==> src/rtl/reduce_pkg.sv <==
// ----------------------------------------------------------------------------
// reduce_pkg
//   Shared types and helpers for the pipelined reduction tree.
//   - reduce_op_t : reduction mode (OR / AND / XOR / NOR zero-flag)
//   - num_stages  : pipeline depth for a given width and levels-per-stage
//   - combine     : one 2-input tree node; NOR nodes combine as OR, the
//                   inversion is applied once at the root by the last stage
// ----------------------------------------------------------------------------
package reduce_pkg;

  typedef enum logic [1:0] {
    OP_OR  = 2'd0,
    OP_AND = 2'd1,
    OP_XOR = 2'd2,
    OP_NOR = 2'd3
  } reduce_op_t;

  // ceil(log2(width) / lvls_per_stg)
  function automatic int num_stages(input int width, input int lvls_per_stg);
    return ($clog2(width) + lvls_per_stg - 1) / lvls_per_stg;
  endfunction

  function automatic logic combine(input logic a, input logic b, input reduce_op_t op);
    logic r;
    case (op)
      OP_AND:  r = a & b;
      OP_XOR:  r = a ^ b;
      default: r = a | b;   // OP_OR and OP_NOR
    endcase
    return r;
  endfunction

endpackage

==> src/rtl/reduce_stage.sv <==
// ----------------------------------------------------------------------------
// reduce_stage
//   One pipeline stage of the reduction tree: LVLS combinational 2-input
//   levels followed by a valid/data/op register that holds under stall.
//
// Parameters
//   IN_W  : input node count (power of 2)
//   LVLS  : tree levels folded in this stage; output width is IN_W >> LVLS
//   LAST  : root stage, applies the NOR inversion before the register
//
// Ports
//   clk, rst_n   : clock, async active-low reset
//   in_vld       : upstream stage holds a valid item
//   in_data/op   : upstream nodes and mode
//   nxt_adv      : downstream stage advances (out_ready for the root stage)
//   adv          : this stage advances (empty or downstream advances)
//   out_vld/data/op : registered stage outputs
//   in_par/out_par  : parallel XOR tree, only with REDUCE_TREE_PARITY_EN
// ----------------------------------------------------------------------------
module reduce_stage
  import reduce_pkg::*;
#(
  parameter int IN_W = 4,
  parameter int LVLS = 2,
  parameter bit LAST = 1'b0
) (
  input  logic                     clk,
  input  logic                     rst_n,
  input  logic                     in_vld,
  input  logic [IN_W-1:0]          in_data,
  input  reduce_op_t               in_op,
`ifdef REDUCE_TREE_PARITY_EN
  input  logic [IN_W-1:0]          in_par,
  output logic [(IN_W>>LVLS)-1:0]  out_par,
`endif
  input  logic                     nxt_adv,
  output logic                     adv,
  output logic                     out_vld,
  output logic [(IN_W>>LVLS)-1:0]  out_data,
  output reduce_op_t               out_op
);

  localparam int OUT_W = IN_W >> LVLS;

  logic [IN_W-1:0]  tree;
  logic [OUT_W-1:0] nxt_data;

  // Fold in place: node i of the next level only reads nodes 2i and 2i+1,
  // both at or above i, so walking i upward never clobbers an unread node.
  always_comb begin
    tree = in_data;
    for (int k = 0; k < LVLS; k++) begin
      for (int i = 0; i < (IN_W >> (k + 1)); i++) begin
        tree[i] = combine(tree[2*i], tree[2*i+1], in_op);
      end
    end
    nxt_data = tree[OUT_W-1:0];
    if (LAST && (in_op == OP_NOR)) nxt_data = ~nxt_data;
  end

  // Stage moves when it is empty or the consumer takes its item.
  assign adv = !out_vld || nxt_adv;

  always_ff @(posedge clk or negedge rst_n) begin
    if (!rst_n) begin
      out_vld  <= 1'b0;
      out_data <= '0;
      out_op   <= OP_OR;
    end else if (adv) begin
      out_vld <= in_vld;
      if (in_vld) begin
        out_data <= nxt_data;
        out_op   <= in_op;
      end
    end
  end

`ifdef REDUCE_TREE_PARITY_EN
  logic [IN_W-1:0]  ptree;
  logic [OUT_W-1:0] nxt_par;

  always_comb begin
    ptree = in_par;
    for (int k = 0; k < LVLS; k++) begin
      for (int i = 0; i < (IN_W >> (k + 1)); i++) begin
        ptree[i] = ptree[2*i] ^ ptree[2*i+1];
      end
    end
    nxt_par = ptree[OUT_W-1:0];
  end

  always_ff @(posedge clk or negedge rst_n) begin
    if (!rst_n)               out_par <= '0;
    else if (adv && in_vld)   out_par <= nxt_par;
  end
`endif

endmodule

==> src/rtl/reduce_tree_pipe.sv <==
// ----------------------------------------------------------------------------
// reduce_tree_pipe
//   Pipelined binary reduction tree (OR / AND / XOR / NOR zero-flag) with a
//   valid/ready handshake on both sides. A register sits after every
//   LVLS_PER_STG tree levels and always after the root, so the depth is
//   N = ceil(log2(WIDTH)/LVLS_PER_STG) cycles.
//
// Parameters
//   WIDTH        : operand width, power of 2, 2..256
//   LVLS_PER_STG : tree levels per pipeline stage, 1..8
//
// Ports
//   clk, rst_n          : clock, async active-low reset
//   in_valid, in_ready  : input handshake; in_ready depends only on
//                         out_ready and stage valid bits
//   din, op             : operand and reduction mode
//   out_valid, out_ready: output handshake
//   dout                : reduction result
//   dout_par            : parity of din (only with REDUCE_TREE_PARITY_EN)
//
// Config macro: REDUCE_TREE_PARITY_EN adds a parallel XOR tree staged
// identically to the data tree, independent of op.
// ----------------------------------------------------------------------------
module reduce_tree_pipe
  import reduce_pkg::*;
#(
  parameter int WIDTH        = 64,
  parameter int LVLS_PER_STG = 2
) (
  input  logic             clk,
  input  logic             rst_n,
  input  logic             in_valid,
  output logic             in_ready,
  input  logic [WIDTH-1:0] din,
  input  reduce_op_t       op,
  output logic             out_valid,
  input  logic             out_ready,
  output logic             dout
`ifdef REDUCE_TREE_PARITY_EN
  ,output logic            dout_par
`endif
);

  localparam int LEVELS = $clog2(WIDTH);
  localparam int STAGES = num_stages(WIDTH, LVLS_PER_STG);

  // vld_pipe[s] is the valid bit feeding stage s; adv_pipe[s] is stage s
  // advancing. Index STAGES is the output port side.
  logic [STAGES:0] vld_pipe;
  logic [STAGES:0] adv_pipe;

  assign vld_pipe[0]      = in_valid;
  assign adv_pipe[STAGES] = out_ready;
  assign in_ready         = adv_pipe[0];
  assign out_valid        = vld_pipe[STAGES];

  for (genvar s = 0; s < STAGES; s++) begin : g_stg
    localparam int FIRST_LVL = s * LVLS_PER_STG;
    // The last stage may be narrower when LEVELS is not a multiple.
    localparam int LV = ((LEVELS - FIRST_LVL) < LVLS_PER_STG) ?
                        (LEVELS - FIRST_LVL) : LVLS_PER_STG;
    localparam int IW = WIDTH >> FIRST_LVL;
    localparam int OW = IW >> LV;

    logic [IW-1:0] d_in;
    logic [OW-1:0] d_out;
    reduce_op_t    op_in;
    reduce_op_t    op_out;
`ifdef REDUCE_TREE_PARITY_EN
    logic [IW-1:0] p_in;
    logic [OW-1:0] p_out;
`endif

    if (s == 0) begin : g_head
      assign d_in  = din;
      assign op_in = op;
`ifdef REDUCE_TREE_PARITY_EN
      assign p_in  = din;
`endif
    end else begin : g_link
      assign d_in  = g_stg[s-1].d_out;
      assign op_in = g_stg[s-1].op_out;
`ifdef REDUCE_TREE_PARITY_EN
      assign p_in  = g_stg[s-1].p_out;
`endif
    end

    reduce_stage #(
      .IN_W (IW),
      .LVLS (LV),
      .LAST (s == STAGES - 1)
    ) u_stage (
      .clk      (clk),
      .rst_n    (rst_n),
      .in_vld   (vld_pipe[s]),
      .in_data  (d_in),
      .in_op    (op_in),
`ifdef REDUCE_TREE_PARITY_EN
      .in_par   (p_in),
      .out_par  (p_out),
`endif
      .nxt_adv  (adv_pipe[s+1]),
      .adv      (adv_pipe[s]),
      .out_vld  (vld_pipe[s+1]),
      .out_data (d_out),
      .out_op   (op_out)
    );

    if (s == STAGES - 1) begin : g_tail
      // Root op is only needed inside the stage for the NOR inversion.
      logic unused_op;
      assign unused_op = ^op_out;
      assign dout      = d_out[0];
`ifdef REDUCE_TREE_PARITY_EN
      assign dout_par  = p_out[0];
`endif
    end
  end

endmodule

==> config.mk <==
export PLATFORM = sky130hd
export DESIGN_NAME = reduce_tree_pipe
export DESIGN_NICKNAME = d
export VERILOG_FILES = /design/src/rtl/reduce_pkg.sv /design/src/rtl/reduce_stage.sv /design/src/rtl/reduce_tree_pipe.sv
export SDC_FILE = /design/constraint.sdc
export NUM_CORES = 1
export LEC_CHECK = 0
export CELL_PAD_IN_SITES_DETAIL_PLACEMENT = 0
export CELL_PAD_IN_SITES_GLOBAL_PLACEMENT = 2
export CORE_ASPECT_RATIO = 0.5
export CORE_MARGIN = 5
export CORE_UTILIZATION = 35
export CTS_BUF_LIST = sky130_fd_sc_hd__clkbuf_8
export DETAILED_ROUTE_END_ITERATION = 8
export HOLD_SLACK_MARGIN = 0.08
export PLACE_DENSITY = 0.85
export SLEW_MARGIN = 5
export SYNTH_ARGS = -nofsm -noshare
export SYNTH_HDL_FRONTEND = slang
export SYNTH_HIERARCHICAL = 1
export SYNTH_SLANG_ARGS = --single-unit
==> constraint.sdc <==
create_clock -name clk -period 3 [get_ports clk]
set_input_delay 0.6 -clock clk [delete_from_list [all_inputs] [get_ports clk]]
set_output_delay 0.6 -clock clk [all_outputs]
set_load 0.02 [all_outputs]
# After elaboration in Yosys (flattened, before gate mapping)

Cells that the tools add are included.
W data, S select, Z words.

Register bits: 28
Input port bits: 70
Output and inout bits: 3
Word-level logic and storage cells: 278

Equal/unequal tests: 7
Mux-type cells: 64
Bitwise logic cells: 190
Reduce and logical (&&, ||, !) cells: 9

Operators with widths:

| cell                 | number |
|---|---|
| $pmux W1 S2          | 63 |
| $and A1 B1 Y1        | 63 |
| $or A1 B1 Y1         | 63 |
| $xor A1 B1 Y1        | 63 |
| $eq A2 B2 Y1 const B | 4 |
| $eq A2 B1 Y1 const B | 3 |
| $reduce_and A2 Y1    | 3 |
| $logic_not A1 Y1     | 3 |
| $logic_or A1 B1 Y1   | 3 |
| $mux W1              | 1 |
| $not A1 Y1           | 1 |

# Depth between registers and ports, before layout

Gate-level depths: netlist (run 1).

Depth in word-level cells: 6
Depth in mapped cells: 10
Gate-level depth less buffers: 9

# Modules after synthesis

Netlist (run 1), hierarchy kept.

By module, submodules not included:

| module                           | instances | cells each | area an instance (µm²) | seq. area each (µm²) |
|---|---|---|---|---|
| reduce_stage at g_stg[0].u_stage | 1         | 354        | 3333.2                 | 475.5 |
| reduce_stage at g_stg[1].u_stage | 1         | 96         | 875.8                  | 175.2 |
| reduce_stage at g_stg[2].u_stage | 1         | 37         | 359.1                  | 100.1 |

# Worst setup path before layout (run 1)

OpenSTA, ideal clock, no wires.

Path kind: input-to-reg
From: in op[0]
To: reg g_stg[0].u_stage.out_data[6]
Library setup time: 0.125 ns
Data arrival time: 2.320 ns
Required time: 2.875 ns
Setup slack: 0.555 ns
Stages on the path: 10
Path buffers: 2
Cell sequence: inv_1 -> ha_1 -> buf_6 -> buf_2 -> a221oi_1 -> a21oi_1 -> ha_1 -> a221oi_2 -> a21oi_1 -> mux2_2

Cells in the longest elaborated chain, start to end: 4
Elaborated cells between the ends (all ways): 8
Classes of those cells: eq/ne (2); mux (3); bitwise (3)

Ends and longest elaborated chain:

| item                                                | line                   | text |
|---|---|---|
| start, declared                                     | reduce_tree_pipe.sv:35 | `input reduce_op_t op,` |
| $eq A2 B2 Y1 / $eq A2 B1 Y1 (equally long branches) | reduce_pkg.sv:25       | `case (op)` |
| $pmux W1 S2                                         | reduce_pkg.sv:25       |  |
| $or A1 B1 Y1, or another cell as far along          | reduce_pkg.sv:28       | `default: r = a \| b;` |
| $pmux W1 S2 (*)                                     | reduce_pkg.sv:25       |  |
| end signal, assigned                                | reduce_stage.sv:72     | `out_data <= nxt_data;` |
| end, declared                                       | reduce_stage.sv:39     | `output logic [(IN_W>>LVLS)-1:0] out_data,` |

Mark *: on every way between the ends. The rest lies on a longest branch, timed or not.
A chain may end at the register's enable or synchronous reset.

# Worst setup path after layout (run 1)

From: in op[1]
To: reg g_stg[0].u_stage.out_data[10]

The elaborated chain is that of the path after synthesis.

==> insert_results.sql, run 1 <==
INSERT INTO impl_metrics (metric_group, metric, value, unit) VALUES
('synth', 'syn_inst_count', '482', ''),
('global_route', 'grt_antenna_before_repair', '0', ''),
('sta', 'setup-violations-final', '0', ''),
('sta', 'timing_max_transition_violations_final', '0', ''),
('placed_design', 'finalWeightedCongestion', '0.7153', ''),
('power', 'comb_power_share', '0.599', ''),
('route', 'route.antenna.remaining_nets', '0', ''),
('global_route', 'grt_max_degree', '42', ''),
('clock_network', 'tritoncts_clock_tree', 'built', ''),
('cells_and_area', 'final.fill_count', '1256', ''),
('sta', 'setup_repair_after_global_routing_missed_its_margin', 'false', ''),
('critical_path', 'r2r_slack', '0.30', 'ns'),
('route', 'routed_wirelength', '8.741', 'mm'),
('hold_path', 'class_of_the_tightest_hold_or_removal_check', 'reg -> reg', ''),
('clock_network', 'post-cts-setup-buffers', '0', ''),
('cells_and_area', 'sequential_cell_area', '700.7', 'um2'),
('clock_network', 'tritoncts.num_buffers', '3', ''),
('clock_network', 'clock-sinks', '28', ''),
('synth', 'synth.net_count', '685', ''),
('route', 'num_vias', '3427', ''),
('synth', 'yosys_warns', '6', ''),
('placed_design', 'pre_cts_setup_slack', '-0.1484', 'ns'),
('clock_network', 'cts_root_cell', 'clkbuf_8', ''),
('power', 'power.share.switching', '0.4142', ''),
('clock_network', 'clock_tree.buffer_depth', '2', ''),
('die', 'io-pin-count', '73', ''),
('die', 'core_area', '12630', 'um2'),
('sta', 'hold_violations', '0', ''),
('cells_and_area', 'most_frequent_cells_in_the_layout', '132 x inv_1, 131 x ha_1, 72 x clkdlybuf4s50_1, 60 x a21oi_1, 33 x a221oi_1', ''),
('sta', 'finalWorstSetupSlack', '0.1935', 'ns'),
('cells_and_area', 'combined_area_of_the_multi_input_logic_cells', '3100', 'um2'),
('synth', 'netlist_area', '4492', 'um2'),
('route', 'drt_iter0_markers', '116', ''),
('sta', 'slew-limit-headroom', '0.5049', ''),
('cells_and_area', 'design.final.nets', '756', ''),
('power', 'vdd_ir_drop_max', '0.2341', 'mV'),
('hold_path', 'min-delay-start', 'g_stg[0].u_stage/out_vld', ''),
('power', 'power.net_switching', '0.0008575', 'W'),
('clock_network', 'clkTransAtPathRegs', '0.10', 'ns'),
('die', 'placement_rows', '29', ''),
('global_route', 'gr-total-overflow', '0', ''),
('critical_path', 'crit_path_end_kind', 'flip-flop', ''),
('die', 'initial_core_util', '0.3557', ''),
('synth', 'synth_area_per_cell', '9.319', 'um2'),
('cells_and_area', 'drive_above_1_share', '0.1504', ''),
('die', 'chipWidth', '170.2', 'um'),
('placed_design', 'numPlacedInstances', '718', ''),
('placed_design', 'place.port_buffers', '72', ''),
('critical_path', 'critPathKind', 'in -> reg', ''),
('critical_path', 'crit_path_start_kind', 'primary input', ''),
('sta', 'finalClockSkew', '0.005449', 'ns'),
('die', 'fp.dieArea', '15340', 'um2'),
('outcome', 'run_status', 'complete, no violations', ''),
('cells_and_area', 'insertedDiodeCount', '0', ''),
('cells_and_area', 'areaGrowthSynthToFinish', '22.12', '%'),
('cells_and_area', 'layout.cells.most_common', 'inv_1', ''),
('global_route', 'grt_use_total', '0.1141', ''),
('power', 'powerDensity', '377.4', 'nW/um2'),
('clock_network', 'postCtsHoldBufs', '0', ''),
('route', 'detail_route.vias_per_cell', '4.747', ''),
('power', 'power.share.clock', '0.120', ''),
('placed_design', 'hpwlAfterDp', '6.900', 'mm'),
('global_route', 'first_pass_grt_wire_length', '15.08', 'mm'),
('clock_network', 'clock_insertion_delay_worst_skew', '0.29', 'ns'),
('run', 'timing.max_cap.violations', '0', ''),
('critical_path', 'worstPathMaxFanout', '41', ''),
('cells_and_area', 'post_layout_nonfiller_instances', '722', ''),
('sta', 'timing.final.crit_period', '2.806', 'ns'),
('power', 'proportion_of_power_drawn_by_flip_flops_and_latches', '0.281', ''),
('power', 'power', '0.002070', 'W'),
('power', 'leakage', '2.926', 'nW');
## cell type report
cell class              instances  share of cell area
multi-input cells             296              0.5652
clock buffers                   4             0.01004
flip-flops and latches         28              0.1277
inverters                     132             0.09033
repair buffers                 92              0.1679
well taps                     170             0.03878
## power groups by stage
| stage | Combinational, W | Clock (W) | Sequential (W) |
|---|---|---|---|
| 2_1_floorplan | 0.000920 | 0 | 0.000567 |
| 3_3_place_gp | 0.00121 | 0 | 0.000586 |
| 3_5_place_dp | 0.00124 | 0 | 0.000592 |
| 4_1_cts | 0.00125 | 0.000261 | 0.000583 |
| 5_1_grt | 0.00143 | 0.000275 | 0.000601 |
| 6_report | 0.00124 | 0.000248 | 0.000582 |
## registers in the layout (all words and copies together), names as in the netlist
signal / cells
g_stg.u_stage/out_vld: 3
g_stg.u_stage/out_data: 21
g_stg.u_stage/out_op: 4
## layer usage
| metal | routed length (um) | global-route usage | vias up |
|---|---|---|---|
| met5 | 0 | 0 | - |
| met4 | 38 | 0.01395 | 0 |
| met3 | 263 | 0.01709 | 2 |
| met2 | 3799 | 0.1846 | 34 |
| met1 | 4640 | 0.1649 | 1602 |
| li1 | - | - | 1789 |
## through the flow
step / hold WS [ns] / setup TNS [ns] / instance area [um2]
final: 0.5154 / 0 / 5485
after global routing: 0.5574 / 0 / 5485
after CTS: 0.5180 / 0 / 5485
after detailed placement: 0.4953 / -1.006 / 5430
after global placement: 0.4834 / -0.6511 / 5430
after floorplan: 0.3044 / 0 / 4492
## final timing paths
| check | end | depth (start not counted) |
|---|---|---|
| min in group asynchronous | g_stg[0].u_stage/out_op[0] | 2 |
| min reg2reg | g_stg[1].u_stage/out_vld | 1 |
| max | g_stg[0].u_stage/out_data[10] | 9 |
| max in group asynchronous | g_stg[0].u_stage/out_data[5] | 2 |
| min | g_stg[1].u_stage/out_vld | 1 |
| max reg2reg | g_stg[1].u_stage/out_data[2] | 8 |
## worst max-delay path, cell delays in order
cell and delay (ns):
clkdlybuf4s50_1 0.54, ha_4 0.54, buf_4 0.26, a221oi_2 0.07, a21oi_2 0.14, ha_1 0.25, a221oi_2 0.22, a21oi_1 0.07
mux2_2 0.26
Power figures use the tool's default switching activity.
==> inputs of run 2 (changes only) <==
--- a/config.mk
+++ b/config.mk
@@ -11,6 +11,7 @@
 export CORE_MARGIN = 5
 export CORE_UTILIZATION = 35
 export CTS_BUF_LIST = sky130_fd_sc_hd__clkbuf_8
+export CTS_CLUSTER_DIAMETER = 40
 export DETAILED_ROUTE_END_ITERATION = 8
 export HOLD_SLACK_MARGIN = 0.08
 export PLACE_DENSITY = 0.85
==> results of run 2 <==
Final layout, timing and power as in run 1 (identical DEF).
